## config.mk

```make
export PLATFORM = sky130hd
export DESIGN_NAME = if_fetch_unit
export DESIGN_NICKNAME = d
export VERILOG_FILES = /design/src/rtl/if_pkg.sv /design/src/rtl/fetch_pc_reg.sv /design/src/rtl/if_fetch_unit.sv
export SDC_FILE = /design/constraint.sdc
export NUM_CORES = 1
export LEC_CHECK = 0
export BUFFER_PORTS_ARGS = -buffer_cell sky130_fd_sc_hd__buf_2
export CORE_AREA = 4 4 91 72
export DETAILED_ROUTE_END_ITERATION = 8
export DIE_AREA = 0 0 95 76
export HOLD_SLACK_MARGIN = 0.06
export PLACE_DENSITY = 0.86
export RECOVER_POWER = 100
export SLEW_MARGIN = 20
export SYNTH_ARGS = -nofsm -noshare
export SYNTH_HDL_FRONTEND = slang
export SYNTH_SLANG_ARGS = --single-unit
```

## constraint.sdc

```tcl
create_clock -name clk -period 1.9 [get_ports clk]
set_clock_uncertainty 0.2 [all_clocks]
set_input_delay 0.095 -clock clk [delete_from_list [all_inputs] [get_ports clk]]
set_output_delay 0.095 -clock clk [all_outputs]
set_load 0.005 [all_outputs]
```

## src/rtl/if_pkg.sv

```systemverilog
`default_nettype none
// ============================================================================
// Module      : if_pkg
// Description : Shared types and constants for the instruction-fetch stage.
// Revision    : 1.0 - initial release
// ============================================================================
package if_pkg;

   typedef enum logic [2:0] {
      IDLE   = 3'd0,
      FETCH  = 3'd1,
      WAIT   = 3'd2,
      DRAIN  = 3'd3,
      HOLD   = 3'd4,
      HALTED = 3'd5
   } fetch_state_t;

   localparam int unsigned PC_STEP             = 2;
   localparam logic [15:0] DEFAULT_NOP_INSTR   = 16'h0000;
   localparam logic [3:0]  DEFAULT_HALT_OPCODE = 4'hF;

endpackage
`default_nettype wire

```

## src/rtl/fetch_pc_reg.sv

```systemverilog
`default_nettype none
// ============================================================================
// Module      : fetch_pc_reg
// Description : Program counter with redirect load, sequential step and hold.
// Revision    : 1.0 - initial release
// ============================================================================
module fetch_pc_reg
   import if_pkg::*;
#(
   parameter int                 DATA_W   = 16,
   parameter logic [DATA_W-1:0]  RESET_PC = '0
) (
   input  logic              clk,
   input  logic              rst,
   input  logic              i_load,
   input  logic [DATA_W-1:0] i_load_pc,
   input  logic              i_inc,
   output logic [DATA_W-1:0] o_pc,
   output logic [DATA_W-1:0] o_pc_inc
);

   logic [DATA_W-1:0] r_pc;
   logic [DATA_W-1:0] w_pc_inc;
   logic [DATA_W-1:0] w_load_aligned;

   // Instructions are halfword aligned, so a redirect target never keeps bit 0.
   assign w_load_aligned = i_load_pc & ~DATA_W'(1);
   assign w_pc_inc       = r_pc + DATA_W'(PC_STEP);

   always_ff @(posedge clk or posedge rst) begin
      if (rst) begin
         r_pc <= RESET_PC;
      end else if (i_load) begin
         r_pc <= w_load_aligned;
      end else if (i_inc) begin
         r_pc <= w_pc_inc;
      end
   end

   assign o_pc     = r_pc;
   assign o_pc_inc = w_pc_inc;

endmodule
`default_nettype wire

```

## src/rtl/if_fetch_unit.sv

```systemverilog
`default_nettype none
// ============================================================================
// Module      : if_fetch_unit
// Description : Instruction-fetch stage; single-outstanding imem requests,
//               IF/ID writer with stall hold, redirect bubbles and HALT stop.
// Revision    : 1.0 - initial release
// ============================================================================
module if_fetch_unit
   import if_pkg::*;
#(
   parameter int                 DATA_W      = 16,
   parameter logic [DATA_W-1:0]  RESET_PC    = '0,
   parameter logic [3:0]         HALT_OPCODE = DEFAULT_HALT_OPCODE,
   parameter logic [DATA_W-1:0]  NOP_INSTR   = DATA_W'(DEFAULT_NOP_INSTR)
) (
   input  logic              clk,
   input  logic              rst,
   input  logic              stall,
   input  logic              redirect,
   input  logic [DATA_W-1:0] redirect_pc,
   output logic              imem_req,
   output logic [DATA_W-1:0] imem_addr,
   input  logic [DATA_W-1:0] imem_rdata,
   input  logic              imem_valid,
   output logic              ifid_wen,
   output logic [DATA_W-1:0] ifid_pc_out,
   output logic [DATA_W-1:0] ifid_pc_inc,
   output logic [DATA_W-1:0] ifid_instr,
   output logic              halted
);

   fetch_state_t      r_state;
   fetch_state_t      w_next_state;
   logic [DATA_W-1:0] r_hold;

   logic [DATA_W-1:0] w_pc;
   logic [DATA_W-1:0] w_pc_plus;
   logic              w_pc_load;
   logic              w_pc_inc;
   logic              w_bubble;
   logic              w_deliver;
   logic [DATA_W-1:0] w_word;
   logic              w_hold_load;
   logic              w_hold_clr;

   fetch_pc_reg #(
      .DATA_W   (DATA_W),
      .RESET_PC (RESET_PC)
   ) u_pc (
      .clk       (clk),
      .rst       (rst),
      .i_load    (w_pc_load),
      .i_load_pc (redirect_pc),
      .i_inc     (w_pc_inc),
      .o_pc      (w_pc),
      .o_pc_inc  (w_pc_plus)
   );

   always_ff @(posedge clk or posedge rst) begin
      if (rst) begin
         r_state <= IDLE;
      end else begin
         r_state <= w_next_state;
      end
   end

   always_ff @(posedge clk or posedge rst) begin
      if (rst) begin
         r_hold <= '0;
      end else if (w_hold_load) begin
         r_hold <= imem_rdata;
      end else if (w_hold_clr) begin
         r_hold <= '0;
      end
   end

   always_comb begin
      w_next_state = r_state;
      w_bubble     = 1'b0;
      w_deliver    = 1'b0;
      w_word       = '0;
      w_hold_load  = 1'b0;
      w_hold_clr   = 1'b0;
      w_pc_inc     = 1'b0;
      imem_req     = 1'b0;
      imem_addr    = '0;
      ifid_wen     = 1'b0;
      ifid_pc_out  = '0;
      ifid_pc_inc  = '0;
      ifid_instr   = '0;

      // Redirect outranks stall, which outranks delivery, in every active state.
      case (r_state)
         IDLE: begin
            w_next_state = FETCH;
         end
         FETCH: begin
            if (redirect) begin
               w_bubble = 1'b1;
            end else begin
               imem_req     = 1'b1;
               imem_addr    = w_pc;
               w_next_state = WAIT;
            end
         end
         WAIT: begin
            if (redirect) begin
               w_bubble     = 1'b1;
               w_next_state = imem_valid ? FETCH : DRAIN;
            end else if (imem_valid) begin
               if (stall) begin
                  w_hold_load  = 1'b1;
                  w_next_state = HOLD;
               end else begin
                  w_deliver = 1'b1;
                  w_word    = imem_rdata;
               end
            end
         end
         DRAIN: begin
            // The stale response still has to land before a new request goes out.
            if (redirect) begin
               w_bubble = 1'b1;
            end
            if (imem_valid) begin
               w_next_state = FETCH;
            end
         end
         HOLD: begin
            if (redirect) begin
               w_bubble     = 1'b1;
               w_hold_clr   = 1'b1;
               w_next_state = FETCH;
            end else if (!stall) begin
               w_deliver  = 1'b1;
               w_word     = r_hold;
               w_hold_clr = 1'b1;
            end
         end
         HALTED: begin
            w_next_state = HALTED;
         end
         default: begin
            w_next_state = IDLE;
         end
      endcase

      if (w_bubble) begin
         ifid_wen   = 1'b1;
         ifid_instr = NOP_INSTR;
      end else if (w_deliver) begin
         ifid_wen    = 1'b1;
         ifid_pc_out = w_pc;
         ifid_pc_inc = w_pc_plus;
         ifid_instr  = w_word;
         if (w_word[DATA_W-1 -: 4] == HALT_OPCODE) begin
            w_next_state = HALTED;
         end else begin
            w_pc_inc     = 1'b1;
            w_next_state = FETCH;
         end
      end
   end

   assign w_pc_load = w_bubble;
   assign halted    = (r_state == HALTED);

endmodule
`default_nettype wire
```

# After elaboration in Yosys (flattened, before gate mapping)
# Cells that the tools add are included.
[totals]
reg_bits = 35
input_bits = 37
output_inout_bits = 67
word_cells = 63
[op_classes]
n_addsub = 1
n_eq_ne = 6
mux = 49
n_reduce_logical = 4
[op_table]
columns = ["operator", "n"]
rows = [
  ["16-bit two-way mux", 17],
  ["16-bit case mux with 2 select lines", 1],
  ["3-bit two-way mux", 9],
  ["1-bit two-way mux", 19],
  ["3-bit case mux with 6 select lines", 1],
  ["16-bit by 2-bit adder with 16-bit output (second input constant)", 1],
  ["3-bit by 2-bit == test with 1-bit output (second input constant)", 2],
  ["3-bit == test (second input constant)", 2],
  ["4-bit == test (second input constant)", 1],
  ["2-bit nonzero test", 2],
  ["4-bit OR reduction", 1],
  ["3-bit by 1-bit == test with 1-bit output (second input constant)", 1],
  ["3-bit zero test", 1],
  ["2-bit two-way mux", 1],
  ["1-bit case mux with 2 select lines", 1],
]

# Longest topological paths before layout
[logic_depth]
ltp_word = 10
ltp_mapped = 8
mapped_depth_nobuf = 6

# By module
# Synthesis repeated with hierarchy kept, for this count alone.
[unflattened]
cells_unflattened = 305
area_unflattened_um2 = 2628.8
[by_module_without_submodules]
columns = ["module", "instances", "cells_per_inst", "area_each_um2"]
rows = [
  ["if_fetch_unit", 1, 167, 1448.9],
  ["fetch_pc_reg", 1, 138, 1179.9],
]

# Worst setup path after synthesis
# No wires, ideal clock.
[synth_path]
path_type = "register to register"
startpoint = "register r_state[0]"
endpoint = "register u_pc.r_pc[2], in the netlist u_pc.o_pc[2]"
arrival_ns = 1.777
required_ns = 1.575
setup_slack_ns = -0.202
stages_incl_launch_ff = 8
synth_period_minus_slack_ns = 2.102
path_cell_list = "dfrtp_1 or3_1 a21o_1 buf_2 nand2_1 and2_1 buf_6 mux2_4"
[synth_via]
elab_chain_len = 7
[synth_lines]
columns = ["element", "line", "source"]
rows = [
  ["start, declared", "if_fetch_unit.sv:32", "fetch_state_t r_state;"],
  ["start signal, assigned", "if_fetch_unit.sv:63", "r_state <= w_next_state;"],
  ["3-bit == test or 3-bit by 2-bit == test with 1-bit output (tied branches)", "if_fetch_unit.sv:93", "case (r_state)"],
  ["16-bit case mux with 2 select lines", "if_fetch_unit.sv:93", ""],
  ["4-bit == test", "if_fetch_unit.sv:156", "if (w_word[DATA_W-1 -: 4] == HALT_OPCODE) begin"],
  ["1-bit two-way mux", "if_fetch_unit.sv:156", ""],
  ["1-bit two-way mux", "if_fetch_unit.sv:151", "end else if (w_deliver) begin"],
  ["1-bit two-way mux", "if_fetch_unit.sv:148", "if (w_bubble) begin"],
  ["2-bit nonzero test (no source line)", "-", ""],
  ["end signal, assigned", "fetch_pc_reg.sv:34", "r_pc <= w_load_aligned;"],
  ["end signal, assigned", "fetch_pc_reg.sv:36", "r_pc <= w_pc_inc;"],
  ["end, declared", "fetch_pc_reg.sv:22", "logic [DATA_W-1:0] r_pc;"],
]
# Several ways; a longest one is shown, not always the timed one.
# A chain may end at the register's enable or synchronous reset.

# Final worst setup path
[layout_path]
startpoint = "register u_pc.r_pc[2], in the netlist u_pc.o_pc[2]"
endpoint = "output ifid_pc_inc[15]"
[layout_via]
elab_chain_len = 3
[layout_lines]
columns = ["element", "line", "source"]
rows = [
  ["16-bit by 2-bit adder with 16-bit output", "fetch_pc_reg.sv:28", "assign w_pc_inc = r_pc + DATA_W'(PC_STEP);"],
  ["16-bit two-way mux", "if_fetch_unit.sv:151", ""],
  ["16-bit two-way mux", "if_fetch_unit.sv:148", ""],
  ["end, declared", "if_fetch_unit.sv:27", "output logic [DATA_W-1:0] ifid_pc_inc,"],
]
# No other way between the ends.

==> run metrics <==
status=finished, violations left; failing checks=setup timing; CP Launch Type=flip-flop; commonest cells after routing, fill and taps aside=buf_2, buf_6, dlygate4sd3_1; most common cell after layout, fill and taps aside=buf_2; min setup slack post-route=-0.364 ns; post-synthesis mux area share=1.74%; Core ar.=5650 sq um; EDFF count, synth=0; nets@finish=489; Synth Area in Compound Gates=26.1%; post-synthesis sequential area ratio=35.8%; Worst EP required=1.60 ns; DR vias/cell=6.13; Seq cells post-synth=34; Hold Path Class=input pin to flip-flop; Pint=2.95 mW; Adder-Cell Fraction of Synth Area=0.527%; DP Wirelength=5780 um; vias in the first global route=3,118; CP max stage delay=0.38 ns; Synth area leader=dfrtp_1; Cell variety after synth=44; relative slew slack=39.7%; initial antenna violation count=1; Post-synth ARST share=100%; Initial Util=42.1%; P_sw=2.16 mW; die height=76 um; total global routing track utilization=27.3%; Final Max Tran Viols=0; clock share of power=11.0%; first-pass GRT wire length=15,900 um; Final period util=119%; vias=3,257; Layout Cells excl Fill=531; wire length per cell=20.8 um; Fmax=442 MHz; CTS clk-pin slew, worst paths=0.07 ns; Fin. Hold Viols=0; Worst Tran Pin Value=0.904 ns; I/O pins=104; Die Width=95 um; combinational share of power=61.9%; clock root buffer=clkbuf_8; Crit path arrival time=1.97 ns; WS Path Type=flip-flop to output port; XOR/XNOR Fraction of Synth Area=4.42%; Synth Flop Type=dfrtp_1; Post-Syn Instances=279; total CTS buffers=5; TritonCTS clock tree=built; synth warn=0; CP max FO=3; simple-gate share of the synthesized area=25.2%; Clock Latency Late Sink=0.29 ns; clk sinks=34; Net Sw Frac=42.3%; Residual DRC=0; Synth top area share=35.8%; Synth area leaders=dfrtp_1, a22o_1, and2_1; slowest cell on the critical path=nor4_2; power density over the cells=1190 nW/um^2; maxcap violations=0; Core Rows=24; RSZ-0062 raised after global routing=yes; Clock Tree Buf Depth=2; gpl congestion=0.836; largest family of logic cells by synthesized area=compound AO/OA/AOI/OAI gates; # H-tree levels=2; post-placement cell count=466; Pre-Repair DR Iteration Count=5; Cell Chain, Critical Path=ha_2 -> buf_4 -> nand3_1 -> nor4_2 -> xnor2_1 -> nor2_2 -> buf_2; WL final=11,000 um; Syn Area/Cell=8.52 sq um; die area=7220 sq um; Seq pwr share=27.1%; Peak VDD IR=0.579 mV; largest net degree at the start of global routing=35; total grt overflow=0; post-synthesis cell area=2380 sq um; final setup fails=77; min Tclk post-route=2.26 ns; Routed Antenna Nets=0; layout cells sized above 1=52.9%; Hold WS=0.177 ns; CP Capture Type=output port; PortBufs=99; DR iter-0 viols=327; area grow syn2layout=80.0%; leakage=2.02 nW
[worst paths after layout]
kind                              startpoint               to  slack, ns  cells past startpoint
worst max register to register    r_state[2]    u_pc.o_pc[14]      -0.27                      7
max in group asynchronous                rst       r_state[2]       0.47                      4
worst min register to register     r_hold[9]        r_hold[9]       0.31                      1
min in group asynchronous                rst        r_hold[7]       0.41                      4
worst max-delay path            u_pc.o_pc[2]  ifid_pc_inc[15]      -0.36                      7
worst min-delay path                redirect       r_state[0]       0.18                      4
[cell type report]
cell class | count | area (sq um)
Tap cell | 78 | 97.6
Clock inverter | 1 | 5.00
Timing Repair Buffer | 190 | 1540
Fill cell | 355 | 1370
Antenna cell | 1 | 2.50
Sequential cell | 34 | 856
Inverter | 3 | 11.3
Multi-Input combinational cell | 217 | 1680
Clock buffer | 7 | 86.3
[critical path, delay by kind of cell, from the launching register on]
| kind | cells | cell delay, ns |
|---|---|---|
| AND/OR/NAND/NOR | 3 | 0.58 |
| flip-flops | 1 | 0.37 |
| XOR/XNOR | 1 | 0.26 |
| buffers and inverters | 2 | 0.25 |
| adder cells (fa/ha/maj) | 1 | 0.22 |
[registers in the layout (all words and copies together), names as in the netlist]
signal / cells
u_pc.o_pc: 15
r_hold: 16
r_state: 3
[power groups by stage]
stage | Sequential (mW) | Clock, mW | Combinational, mW
finish | 1.39 | 0.560 | 3.16
CTS | 1.30 | 0.563 | 2.36
global route | 1.40 | 0.598 | 3.33
floorplan | 1.24 | 0 | 1.27
global placement | 1.29 | 0 | 1.93
detailed placement | 1.32 | 0 | 2.01
[routing by layer]
metal  vias to the layer above  part of all wire [%]  global-route usage [%]
met5                         -                     0                       0
met4                         0                   6.1                    11.2
met3                        80                    10                    4.05
met2                       293                    49                    46.3
met1                      1542                    35                    34.4
li1                       1342                     -                       -
[repair_timing]
| action | 4_1_cts | 5_1_grt |
|---|---|---|
| setup endpoints to repair | 78 | 77 |
| setup buffers | 10 | 11 |
| pin swaps | 29 | 19 |
| endpoints found under the hold margin | 66 | 0 |
| gates resized for setup | 69 | 76 |
| cloned | 2 | 0 |
| hold buffers | 33 | 0 |
[synth_stat cells, types with 2 or more instances]
cell type   n
buf_2      11
dfrtp_1    34
inv_1       3
mux2_4      2
o22ai_1     5
a2bb2oi_1   4
a21oi_1    21
and4_1      2
nand3_1    13
a21boi_0    2
clkbuf_1   11
nor2b_1     2
nor2_1     23
nand3b_1    3
nor3_1      2
o21ai_0    15
and2_1     35
a22o_1     32
nand4_1     2
buf_4       3
xnor2_1     7
nand2b_1    3
o32ai_1     2
nand2_1    15
xor2_1      5
or3_1       2
o31ai_1     3
[cells by family (layout without fill, tap and decap cells)]
logic type | Yosys count | after routing
compound gates | 89 | 89
fa+ha+maj | 1 | 1
xor+xnor | 12 | 12
buf+inv | 30 | 201
mux | 3 | 3
flops | 34 | 34
simple gates | 109 | 109
other cells | 1 | 4
[stage by stage]
stage / area, sq um / util, % / setup TNS (ns) / power (mW) / worst slack, ns
2_1_floorplan: 2400 / - / -0.210 / 2.52 / -0.105
3_3_place_gp: 3140 / 55.7 / -0.0761 / 3.21 / -0.0256
3_5_place_dp: 3140 / 55.7 / -0.626 / 3.32 / -0.0911
4_1_cts: 3890 / 68.9 / -5.32 / 4.22 / -0.134
5_1_grt: 4280 / 75.8 / -15.84 / 5.33 / -0.375
6_report: 4280 / 75.8 / -11.47 / 5.11 / -0.364
Note: power is estimated with default switching activity, not from simulation.
